==> config.mk <==
export PLATFORM = sky130hd
export DESIGN_NAME = hazard_ctrl
export DESIGN_NICKNAME = d
export VERILOG_FILES = /design/src/rtl/hazard_ctrl.sv
export SDC_FILE = /design/constraint.sdc
export NUM_CORES = 1
export LEC_CHECK = 0
export ABC_AREA = 1
export BUFFER_PORTS_ARGS = -buffer_cell sky130_fd_sc_hd__buf_2
export CAP_MARGIN = 15
export CORE_ASPECT_RATIO = 0.75
export CORE_UTILIZATION = 24
export DETAILED_ROUTE_END_ITERATION = 16
export GPL_ROUTABILITY_DRIVEN = 0
export GPL_TIMING_DRIVEN = 0
export PLACE_DENSITY_LB_ADDON = 0.2
export SLEW_MARGIN = 20
export SYNTH_ARGS = -nofsm -noshare
export SYNTH_HDL_FRONTEND = slang
export SYNTH_SLANG_ARGS = --single-unit
==> constraint.sdc <==
create_clock -name clk -period 1.2 [get_ports clk]
set_input_delay 0.06 -clock clk [delete_from_list [all_inputs] [get_ports clk]]
set_output_delay 0.06 -clock clk [all_outputs]
set_load 0.01 [all_outputs]
==> src/rtl/hazard_ctrl.sv <==
// Pipeline hazard sequencer: stalls, flushes and mult/div busy tracking for the mips32 core.
// Optional HAZARD_STALL_CNT_EN adds a saturating stall_cnt output (cycles with pc_we=0).
module hazard_ctrl #(
  parameter int MD_LAT = 32
) (
  input  logic        clk,
  input  logic        rst,
  input  logic [4:0]  id_rs,
  input  logic [4:0]  id_rt,
  input  logic        id_uses_rt,
  input  logic        id_md_op,
  input  logic        id_hilo_rd,
  input  logic        ex_mem_read,
  input  logic [4:0]  ex_rt,
  input  logic        ex_br_taken,
  input  logic        imem_ready,
  input  logic        mem_req,
  input  logic        dmem_ready,
  output logic        pc_we,
  output logic        if_id_we,
  output logic        if_id_flush,
  output logic        id_ex_we,
  output logic        id_ex_flush,
  output logic        ex_mem_we,
  output logic        md_start,
  output logic        md_busy,
  output logic        md_done,
`ifdef HAZARD_STALL_CNT_EN
  output logic [31:0] stall_cnt,
`endif
  output logic [0:0]  dbg_md_state
);

  localparam int CW = (MD_LAT > 1) ? $clog2(MD_LAT) : 1;
  localparam logic [CW-1:0] CNT_LOAD = CW'(MD_LAT - 1);

  typedef enum logic [0:0] {IDLE = 1'b0, BUSY = 1'b1} md_state_t;

  md_state_t       state, state_nxt;
  logic [CW-1:0]   cnt, cnt_nxt;
  logic            frz, br, lu, mdh, ifw;

  // Memory handshakes: a stage's data is valid only in a cycle where its ready
  // (imem_ready / dmem_ready) is high; an active mem_req without dmem_ready freezes the pipe.
  assign frz = mem_req & ~dmem_ready;
  assign br  = ex_br_taken;
  assign lu  = ex_mem_read & (ex_rt != 5'd0) &
               ((ex_rt == id_rs) | (id_uses_rt & (ex_rt == id_rt)));
  assign mdh = md_busy & (id_md_op | id_hilo_rd);
  assign ifw = ~imem_ready;

  assign md_busy      = ~rst & (state == BUSY);
  assign md_done      = md_busy & (cnt == '0);
  assign md_start     = ~rst & id_md_op & ~frz & ~br & ~lu & ~mdh &
                        ((state == IDLE) | md_done);
  assign dbg_md_state = state;

  always_comb begin
    pc_we       = 1'b1;
    if_id_we    = 1'b1;
    if_id_flush = 1'b0;
    id_ex_we    = 1'b1;
    id_ex_flush = 1'b0;
    ex_mem_we   = 1'b1;
    if (rst) begin
      pc_we       = 1'b0;
      if_id_we    = 1'b0;
      if_id_flush = 1'b1;
      id_ex_we    = 1'b0;
      id_ex_flush = 1'b1;
      ex_mem_we   = 1'b0;
    end else if (frz) begin
      pc_we     = 1'b0;
      if_id_we  = 1'b0;
      id_ex_we  = 1'b0;
      ex_mem_we = 1'b0;
    end else if (br) begin
      if_id_flush = 1'b1;
      id_ex_flush = 1'b1;
    end else if (lu | mdh) begin
      // ID holds its instruction and a bubble goes down into EX
      pc_we       = 1'b0;
      if_id_we    = 1'b0;
      id_ex_flush = 1'b1;
    end else if (ifw) begin
      pc_we       = 1'b0;
      if_id_flush = 1'b1;
    end
  end

  // Mult/div tracker keeps counting through freezes; the unit itself never stalls.
  always_comb begin
    state_nxt = state;
    cnt_nxt   = cnt;
    case (state)
      IDLE: begin
        if (md_start) begin
          state_nxt = BUSY;
          cnt_nxt   = CNT_LOAD;
        end
      end
      BUSY: begin
        if (cnt == '0) state_nxt = IDLE;
        else           cnt_nxt   = cnt - 1'b1;
      end
      default: begin
        state_nxt = IDLE;
        cnt_nxt   = '0;
      end
    endcase
  end

  always_ff @(posedge clk or posedge rst) begin
    if (rst) begin
      state <= IDLE;
      cnt   <= '0;
    end else begin
      state <= state_nxt;
      cnt   <= cnt_nxt;
    end
  end

`ifdef HAZARD_STALL_CNT_EN
  always_ff @(posedge clk or posedge rst) begin
    if (rst)                                  stall_cnt <= '0;
    else if (!pc_we && (stall_cnt != '1))     stall_cnt <= stall_cnt + 32'd1;
  end
`endif

endmodule

==> metrics.md, run 1 <==
| Metric | Value |
|---|---|
| Hold Crit Class | `primary input to async pin` |
| Setup TNS | `-0.697 ns` |
| Area growth, synth to finish | `48.6%` |
| Failing checks | `setup timing` |
| Unrepaired setup endpoints after global routing | `yes` |
| Fin nets | `193` |
| Sequential share of the synthesized area | `22.3%` |
| Post-synth cell types | `17` |
| Setup Viol. Count Final | `10` |
| FP Rows | `16` |
| Leak | `0.634 nW` |
| Top post-synthesis cells by area | `nand2_1 29%, dfrtp_1 22%, inv_1 11%` |
| Synth top area share | `29.1%` |
| Clock latency on the worst-skew pair | `0.23 ns` |
| Cells after DPL | `191` |
| Reg-to-Reg Start | `cnt[3]$_DFFE_PP0P_` |
| Tot Pwr | `1.69 mW` |
| # H-tree levels | `1` |
| Starting density of the core | `25.6%` |
| Remaining DRCs | `0` |
| Worst Path Max Fanout | `3` |
| Max VDD drop | `0.000525 V` |
| Leading area contributor after synthesis | `nand2_1` |
| Post-synthesis net count | `148` |
| Initial antenna violation count | `0` |
| Total Routing Usage GR | `11.1%` |
| Status | `finished, violations left` |
| Synthesized instance count | `121` |
| Maxcap violations | `0` |
| FILL cells | `294` |
| # IOs | `35` |
| Synth Cell Area | `672 µm²` |
| Slew HR | `79.4%` |
| Fin worst setup slack | `-0.107 ns` |
| Setup crit end kind | `output port` |
| Critical Path AT | `1.25 ns` |
| Crit Path Class | `flop to output port` |
| Clock transition at the registers of the reported paths | `0.04 ns` |
| CTS root buf | `clkbuf_8` |
| Drt pass-1 iters | `4` |
| CTS Buf Count | `3` |
| Worst Setup Start Kind | `flop` |
| Utilization after layout | `38.1%` |
| Max Fclk | `765 MHz` |
| Ant diodes | `0` |
| Clock Sink Count | `6` |
| Hold Violations, Final | `0` |
| Crit path time final | `1.31 ns` |
| Number of non-filler instances in the completed layout | `200` |
| HPWL Detailed | `1.34 mm` |
| Placed cell area | `890 µm²` |
| WL final | `1.66 mm` |
| Total gr overflow | `0` |
| Slew @ Worst Pin | `0.308 ns` |
| Starting DRT DRC Count | `25` |
| Chip Width | `63.1 µm` |
| Pre-CTS setup slack | `-0.106 ns` |
| Average wire per standard cell | `8.31 µm` |
| First-pass GRT wire length | `2.63 mm` |
| Register Area | `151 µm²` |
| Design area | `998 µm²` |
| Yosys warning count | `0` |
| Share of post-route cells with drive strength above 1 | `37.8%` |
| Fin Hold WS | `0.383 ns` |
| Tcrit/Tclk final | `109%` |
| Total number of vias | `809` |
| Slew Viols, Final | `0` |
| Required time of the critical path | `1.14 ns` |
| Worst Skew | `0.00645 ns` |
| Worst Setup SP | `cnt[3]$_DFFE_PP0P_` |
| Syn_area_per_cell | `5.55 µm²` |
| Die Area | `3020 µm²` |
| Vias in the first global route | `647` |
| Post-DRT Antenna Nets | `0` |
| Core Region | `2620 µm²` |
| CTS tree | `yes` |
| Mean number of vias per cell | `4.05` |
| CTS Buffer Depth | `2` |
| I/O Buffers | `34` |
| Multi-input gate area | `432 µm²` |
| Die Height | `47.8 µm` |
| Largest net degree at the start of global routing | `8` |
| Power Dens Cells | `1690 nW/µm²` |
| #FFs+latches synth | `6` |
-- per-layer routing --
layer	global-route usage, %	vias to the layer above	share of wire (%)	routed length (µm)
li1	-	445	-	-
met1	15.9	342	51	853
met2	17.0	22	43	712
met3	3.10	0	5.7	95
met4	1.40	0	0	0
met5	0	-	0	0
-- registers in the layout, indices dropped and copies added, names as in the netlist --
register and flops:
cnt 5, dbg_md_state 1
-- layout by cell type (no fill, tap or decap), drive strengths merged, types with 3 or more instances in the layout --
master,Yosys,routed
buf,1,40
nand2,55,55
inv,26,26
clkbuf,0,3
nor2,11,11
o21ai,3,3
nand3,10,10
dfrtp,6,6
xnor2,3,3
-- repair_timing --
item,in CTS,in global routing
endpoints found under the hold margin,6,0
setup endpoints to repair,12,12
pin swaps,6,5
buffers inserted,5,0
hold buffers,1,0
resized for setup,8,1
-- power breakdown --
part / leakage (nW) / switching [mW] / internal, mW / total [mW]
combinational: 0.546 / 0.561 / 0.433 / 0.994
clock: 0.0216 / 0.0888 / 0.216 / 0.304
sequential: 0.0666 / 0.0707 / 0.322 / 0.392
-- worst paths after layout --
path / slack [ns] / endpoint / depth (start not counted)
worst max-delay path: -0.11 / md_done / 5
worst min-delay path: 0.38 / cnt[4]$_DFFE_PP0P_ / 3
worst max register to register: -0.09 / cnt[3]$_DFFE_PP0P_ / 7
worst min register to register: 0.51 / cnt[0]$_DFFE_PP0P_ / 2
max in group asynchronous: 0.56 / dbg_md_state$_DFF_PP0_ / 3
min in group clk: 0.38 / dbg_md_state$_DFF_PP0_ / 5
-- layout make-up --
class / count / share of cell area [%]
Tap cell: 36 / 4.51
Timing Repair Buffer: 40 / 22.4
Clock buffer: 3 / 4.14
Multi-Input combinational cell: 88 / 43.2
Sequential cell: 6 / 15.2
Inverter: 26 / 9.77
Buffer: 1 / 0.752
-- kinds of logic (layout without fill, tap and decap cells) --
kind of cell	count (synthesis)	after routing	synth area share, %
adder cells (fa/ha/maj)	2	2	3.72
AND/OR/NAND/NOR	80	80	51.6
AO/OA/AOI/OAI	3	3	2.79
buffers and inverters	27	70	15.6
XOR/XNOR	3	3	3.91
flip-flops	6	6	22.3
-- Yosys cell counts --
cell type   n
inv_1      19
inv_2       7
o21ai_2     1
ha_1        2
buf_4       1
nor2_1     11
o21ai_0     2
nand2_2     2
nor3_1      1
nand2_4     1
nand4_1     2
nand2_1    52
nand3_4     1
nand3_1     9
dfrtp_1     6
or2_1       1
xnor2_1     3
-- critical path: stages (launching register included) --
cell,delay [ns]
dfrtp_1,0.39
or2_1,0.23
inv_2,0.06
nand4_1,0.11
nor2_1,0.10
buf_2,0.14
(Power assumes the default switching activity.)
==> run 2, diff against run 1 <==
==> constraint.sdc (replaced) <==
create_clock -name clk -period 1.3 [get_ports clk]
set_input_delay 0.065 -clock clk [delete_from_list [all_inputs] [get_ports clk]]
set_output_delay 0.065 -clock clk [all_outputs]
set_load 0.01 [all_outputs]
==> run 2 against run 1 <==
Against the previous run: the flow still finishes with violations (setup timing); clock-buffer cell count stayed put; sequential share of layout area is 0.17 points lower; flip-flop and latch count stayed put; clock power is 8.6% lower; cell count is 1.0% higher; global-route usage is 0.25 points lower; first-iteration DRC count is 24% lower; largest cell class unchanged; largest power group unchanged; highest routed layer is now met4.
==> metrics.md, run 2 (synthesis gave the netlist of run 1 again) <==
| Metric | Value |
|---|---|
| Status | `finished, violations left` |
| Failing checks | `setup timing` |
| Total Routing Usage GR | `10.8% (-0.25 points)` |
| Chip Width | `63.1 µm (unchanged)` |
| Hold Crit Class | `primary input to flop` |
| R2R Setup Slk | `0.01 ns (+0.10 ns)` |
| Vias in the first global route | `598 (-7.6%)` |
| Number of non-filler instances in the completed layout | `202 (+1.0%)` |
| Clock latency on the worst-skew pair | `0.22 ns (about the same)` |
| Hold Violations, Final | `0 (unchanged)` |
| # H-tree levels | `1 (unchanged)` |
| Clock Sink Count | `6 (unchanged)` |
| Worst Hold Path EP | `cnt[3]$_DFFE_PP0P_` |
| FILL cells | `304 (+3.4%)` |
| Core Region | `2620 µm² (unchanged)` |
| Post-DRT Antenna Nets | `0 (unchanged)` |
| Starting density of the core | `25.6% (unchanged)` |
| Crit Path Class | `flop to output port` |
| Placed cell area | `887 µm² (-0.28%)` |
| Worst Path Max Fanout | `2 (-1)` |
| Area growth, synth to finish | `50.3%` |
| Slew Viols, Final | `0 (unchanged)` |
| Most frequent cells in the layout | `46 x nand2_1, 34 x buf_2, 17 x inv_1, 10 x nor2_1` |
| Ant diodes | `0 (unchanged)` |
| WL final | `1.66 mm (-0.24%)` |
| Starting DRT DRC Count | `19 (-24%)` |
| Hold_sp | `ex_br_taken` |
| Clock transition at the registers of the reported paths | `0.04 ns (about the same)` |
| Fin worst setup slack | `-0.0433 ns (+0.0636 ns)` |
| Multi-input gate area | `434 µm² (+0.58%)` |
| CTS Buffer Depth | `2 (unchanged)` |
| Cell count of the worst reg-to-reg path | `7 (unchanged)` |
| Reg-to-Reg Start | `cnt[2]$_DFFE_PP0P_` |
| Grt met1 use | `14.0% (-1.9 points)` |
| Maxcap violations | `0 (unchanged)` |
| First-pass GRT wire length | `2.39 mm (-8.9%)` |
| Remaining DRCs | `0 (unchanged)` |
| Required time of the critical path | `1.24 ns (+0.10 ns)` |
| Critical Path AT | `1.28 ns (+0.03 ns)` |
| Biggest register | `cnt` |
| Max VDD drop | `0.000545 V (+3.9%)` |
| Die Area | `3020 µm² (unchanged)` |
| FP Rows | `16 (unchanged)` |
| Fin nets | `195 (+1.0%)` |
| Unrepaired setup endpoints after global routing | `yes` |
| # IOs | `35 (unchanged)` |
| Power Dens Cells | `1590 nW/µm² (-6.1%)` |
| Crit path time final | `1.34 ns` |
| Max FFs per register | `5 (unchanged)` |
| I/O Buffers | `34 (unchanged)` |
| Leak | `0.642 nW (+1.3%)` |
| Max Fclk | `744 MHz` |
| Setup crit end kind | `output port` |
| CTS tree | `yes` |
| Initial antenna violation count | `0 (unchanged)` |
| GR Util met2 | `16.6% (-0.43 points)` |
| Tcrit/Tclk final | `103%` |
| CTS root buf | `clkbuf_8` |
| Slew HR | `80.0% (+0.65 points)` |
| GRT busiest layer | `met2` |
| Mean number of vias per cell | `4.08 (+0.97%)` |
| Worst Skew | `0.00138 ns (-0.00506 ns)` |
| Tot Pwr | `1.61 mW (-5.1%)` |
| Met3 usage | `3.57% (+0.48 points)` |
| Design area | `1010 µm² (+1.1%)` |
| Die Height | `47.8 µm (unchanged)` |
| Largest net degree at the start of global routing | `8 (unchanged)` |
| Register Area | `151 µm² (unchanged)` |
| Cells after DPL | `191 (unchanged)` |
| Worst reg2reg endpoint | `cnt[3]$_DFFE_PP0P_` |
| Share of post-route cells with drive strength above 1 | `40.4% (+2.6 points)` |
| CTS Buf Count | `3 (unchanged)` |
| Worst Setup Start Kind | `flop` |
| Drt pass-1 iters | `6 (+2)` |
| Average wire per standard cell | `8.20 µm (-1.2%)` |
| Slew @ Worst Pin | `0.299 ns (-0.00976 ns)` |
| Hold depth | `5` |
| Total number of vias | `825 (+2.0%)` |
| HPWL Detailed | `1.32 mm (-1.1%)` |
| Setup Viol. Count Final | `1 (-9)` |
| Total gr overflow | `0 (unchanged)` |
| Most common cell after layout, fill and taps aside | `nand2_1` |
run 2: stage by stage:
stage          setup slack, ns  setup TNS (ns)  util (%)  hold WS (ns)
6_report               -0.0433         -0.0433      38.5         0.298
4_1_cts                -0.0271         -0.0271      37.4         0.270
3_3_place_gp           -0.0274          -0.125      33.8      -0.00803
2_1_floorplan           0.0271               0         -        -0.163
3_5_place_dp           -0.0315          -0.141      33.8     -0.000500
5_1_grt                -0.0977          -0.659      38.5         0.343
run 2: worst max-delay path, cell delays in order (launching register included):
cell and delay [ns]:
dfrtp_1 0.37, or2_1 0.24, inv_2 0.06, nand4_1 0.12, nor2_1 0.13, buf_2 0.14
run 2: per-layer routing:
metal  vias to the layer above  wire, µm
met5                         -         0
met4                         0        19
met3                         2        99
met2                        24       724
met1                       346       814
li1                        453         -
run 2: timing repair:
action	CTS	global route
hold buffers	1	0
endpoints found under the setup margin	11	11
buffers inserted	5	2
resized for setup	2	8
endpoints found under the hold margin	6	0
pin swaps	3	4
run 2: layout make-up:
type | count | area share, %
clock buffer | 3 | 4.09
tap | 36 | 4.46
inverter | 26 | 9.67
sequential | 6 | 15.0
buffer | 1 | 0.743
timing repair buffer | 42 | 23.0
multi-input combinational | 88 | 43.0
run 2: worst max-delay path by stage:
stage               cells after the start                  to                   start  slack, ns
floorplan                               7  cnt[4]$_DFFE_PP0P_  dbg_md_state$_DFF_PP0_       0.03
global placement                        7  cnt[1]$_DFFE_PP0P_      cnt[2]$_DFFE_PP0P_      -0.03
detailed placement                      7  cnt[1]$_DFFE_PP0P_      cnt[2]$_DFFE_PP0P_      -0.03
CTS                                     5             md_done      cnt[3]$_DFFE_PP0P_      -0.03
global route                            5             md_done      cnt[2]$_DFFE_PP0P_       -0.1
finish                                  5             md_done      cnt[2]$_DFFE_PP0P_      -0.04
run 2: power breakdown:
| group | internal [mW] | switching (mW) |
|---|---|---|
| Combinational | 0.430 | 0.536 |
| Clock | 0.199 | 0.0793 |
| Sequential | 0.297 | 0.0647 |
| Total | 0.925 | 0.680 |
==> run 3, diff against run 2 <==
--- a/config.mk
+++ b/config.mk
@@ -13,7 +13,6 @@
 export DETAILED_ROUTE_END_ITERATION = 16
 export GPL_ROUTABILITY_DRIVEN = 0
 export GPL_TIMING_DRIVEN = 0
-export PLACE_DENSITY_LB_ADDON = 0.2
 export SLEW_MARGIN = 20
 export SYNTH_ARGS = -nofsm -noshare
 export SYNTH_HDL_FRONTEND = slang
==> run 3 against run 2 <==
Against the previous run: register-to-register slack improved by 0.02 ns; largest cell class unchanged; sequential power about the same; critical endpoint unchanged; non-clock buffer count shrank 2; clock power rose by 3%; setup slack better by 0.037 ns; the run still ends with setup timing left; via count is 0.24% higher; power grew 1.4%.
==> metrics.md, run 3 (synthesis gave the netlist of run 1 again) <==
| Metric | Value |
|---|---|
| Cell count of the worst reg-to-reg path | `7 (unchanged)` |
| Hold Crit Class | `primary input to flop` |
| Starting DRT DRC Count | `22 (+3)` |
| FP Rows | `16 (unchanged)` |
| Status | `finished, violations left` |
| Worst Path Max Fanout | `2 (unchanged)` |
| Setup Viol. Count Final | `2 (+1)` |
| I/O Buffers | `34 (unchanged)` |
| Die Height | `47.8 µm (unchanged)` |
| Worst path bufs/invs | `2 (unchanged)` |
| Crit Path Class | `flop to output port` |
| Slew @ Worst Pin | `0.295 ns (-0.00366 ns)` |
| Chip Width | `63.1 µm (unchanged)` |
| Most common cell after layout, fill and taps aside | `nand2_1` |
| Maxcap violations | `0 (unchanged)` |
| Clock latency on the worst-skew pair | `0.23 ns (about the same)` |
| WL final | `1.66 mm (+0.42%)` |
| Biggest register | `cnt` |
| Worst path max stage delay | `0.36 ns (about the same)` |
| CTS Buffer Depth | `2 (unchanged)` |
| R2R Setup Slk | `0.03 ns (+0.02 ns)` |
| Area growth, synth to finish | `51.0%` |
| Drt pass-1 iters | `4 (-2)` |
| Fin Hold WS | `0.275 ns (-0.0238 ns)` |
| HPWL Detailed | `1.37 mm (+3.4%)` |
| Fin nets | `193 (-1.0%)` |
| CP max stage cell | `dfrtp_1` |
| Post-DRT Antenna Nets | `0 (unchanged)` |
| Hold_sp | `id_hilo_rd` |
| Int Pwr | `0.934 mW (+0.97%)` |
| CTS root buf | `clkbuf_8` |
| # IOs | `35 (unchanged)` |
| Switching portion of total power | `42.6% (+0.23 points)` |
| Clock Sink Count | `6 (unchanged)` |
| Flop pwr share | `22.1% (-0.4 points)` |
| Largest net degree at the start of global routing | `8 (unchanged)` |
| Crit path capture | `md_done` |
| Average wire per standard cell | `8.32 µm (+1.4%)` |
| Total Routing Usage GR | `11.5% (+0.70 points)` |
| Unrepaired setup endpoints after global routing | `yes` |
| FILL cells | `288 (-5.3%)` |
| Mean number of vias per cell | `4.14 (+1.2%)` |
| # H-tree levels | `1 (unchanged)` |
| Slew Viols, Final | `0 (unchanged)` |
| Remaining DRCs | `0 (unchanged)` |
| Ant diodes | `0 (unchanged)` |
| Total gr overflow | `0 (unchanged)` |
| Max Fclk | `765 MHz (+2.8%)` |
| Worst reg2reg endpoint | `cnt[1]$_DFFE_PP0P_` |
| Max FFs per register | `5 (unchanged)` |
| Number of cells on the critical path | `5 (unchanged)` |
| Tcrit/Tclk final | `101% (-2.8 points)` |
| Critical Path AT | `1.24 ns (-0.04 ns)` |
| Share of post-route cells with drive strength above 1 | `41.5% (+1.1 points)` |
| Hold Violations, Final | `0 (unchanged)` |
| Power Dens Cells | `1600 nW/µm² (+0.88%)` |
| Max VDD drop | `0.000490 V (-10%)` |
| Leak | `0.637 nW (-0.92%)` |
| Initial antenna violation count | `0 (unchanged)` |
| Utilization after layout | `38.7% (+0.19 points)` |
| Worst Setup Start Kind | `flop` |
| Die Area | `3020 µm² (unchanged)` |
| Setup TNS | `-0.00692 ns (+0.0364 ns)` |
| CTS tree | `yes` |
| Total number of vias | `827 (+0.24%)` |
| Cells after DPL | `191 (unchanged)` |
| Required time of the critical path | `1.24 ns (about the same)` |
| Core Region | `2620 µm² (unchanged)` |
| First-pass GRT wire length | `2.70 mm (+13%)` |
| Comb power frac | `60.4% (+0.2 points)` |
| CTS Buf Count | `3 (unchanged)` |
| Fin worst setup slack | `-0.00678 ns (+0.0365 ns)` |
| Psw | `0.693 mW (+1.9%)` |
| Clk pwr share | `17.5% (+0.2 points)` |
| Setup crit end kind | `output port` |
| Starting density of the core | `25.6% (unchanged)` |
| Family with the most delay on the worst path | `simple AND/OR/NAND/NOR gates` |
| Worst Setup SP | `cnt[3]$_DFFE_PP0P_` |
| Most frequent cells in the layout | `44 x nand2_1, 34 x buf_2, 17 x inv_1, 10 x nand2_2` |
| Number of non-filler instances in the completed layout | `200 (-0.99%)` |
| Worst Skew | `0.00510 ns (+0.00372 ns)` |
| Crit path time final | `1.31 ns (-0.0365 ns)` |
| Reg-to-Reg Start | `cnt[3]$_DFFE_PP0P_` |
| Clock transition at the registers of the reported paths | `0.04 ns (about the same)` |
| Vias in the first global route | `685 (+15%)` |
| Critical-path cell list | `or2_1 -> inv_2 -> nand4_1 -> nor2_1 -> buf_2` |
| Slew HR | `80.3% (+0.25 points)` |
| Failing checks | `setup timing` |
## run 3: changes by cell type in the layout (fill, tap and decap cells not counted)
cell,previous run,this run
o21ai_2,1,0
nor2_1,10,9
nand2_1,46,44
nand2_2,8,10
nor2_4,0,1
buf_4,8,6
o21ai_4,0,1
## run 3: power by group through the flow
| stage | sequential, mW | clock [mW] | combinational [mW] |
|---|---|---|---|
| finish | 0.359 | 0.285 | 0.984 |
| global route | 0.376 | 0.308 | 1.13 |
| CTS | 0.356 | 0.293 | 0.872 |
| detailed placement | 0.400 | 0 | 0.724 |
| global placement | 0.399 | 0 | 0.702 |
| floorplan | 0.383 | 0 | 0.540 |
## run 3: worst min-delay path by stage
stage	to	slack, ns	cells past startpoint
finish	dbg_md_state$_DFF_PP0_	0.27	4
global route	dbg_md_state$_DFF_PP0_	0.30	4
CTS	dbg_md_state$_DFF_PP0_	0.24	4
detailed placement	cnt[4]$_DFFE_PP0P_	0.003	2
global placement	cnt[4]$_DFFE_PP0P_	-0.007	2
floorplan	cnt[0]$_DFFE_PP0P_	-0.16	1
## run 3: final cells by class
class | instances | area (µm²) | share of cell area [%]
repair buffers | 40 | 218 | 21.5
clock buffers | 3 | 41.3 | 4.07
multi-input cells | 88 | 454 | 44.8
well taps | 36 | 45.0 | 4.44
flip-flops and latches | 6 | 151 | 14.9
plain buffers | 1 | 7.51 | 0.740
inverters | 26 | 97.6 | 9.62
## run 3: metal layers
metal / vias to the layer above / GRT usage (%) / part of all wire, %
met5: - / 0 / 0
met4: 0 / 2.79 / 1.3
met3: 3 / 3.57 / 4.8
met2: 17 / 20.6 / 48
met1: 360 / 14.0 / 46
li1: 447 / - / -
## run 3: what timing repair did
item                                    4_1_cts  5_1_grt
endpoints found under the setup margin       11       11
pin swaps                                     2        5
resized for setup                             3       12
hold buffers                                  1        0
hold endpoints to repair                      6        0
setup buffers                                 4        1
## run 3: worst register-to-register path: stages, from the launching register on
cell and delay [ns]:
dfrtp_1 0.36, or2_1 0.24, inv_2 0.06, nand4_1 0.11, nand2_2 0.16, nand2_4 0.10, nand2_1 0.08, nand2_1 0.05
## run 3: metrics by stage
step	setup slack, ns	power [mW]	area, µm²
2_1_floorplan	0.0271	0.924	672
3_3_place_gp	-0.00766	1.10	887
3_5_place_dp	-0.0321	1.12	887
4_1_cts	-0.0339	1.52	972
5_1_grt	-0.118	1.81	1010
6_report	-0.00678	1.63	1010
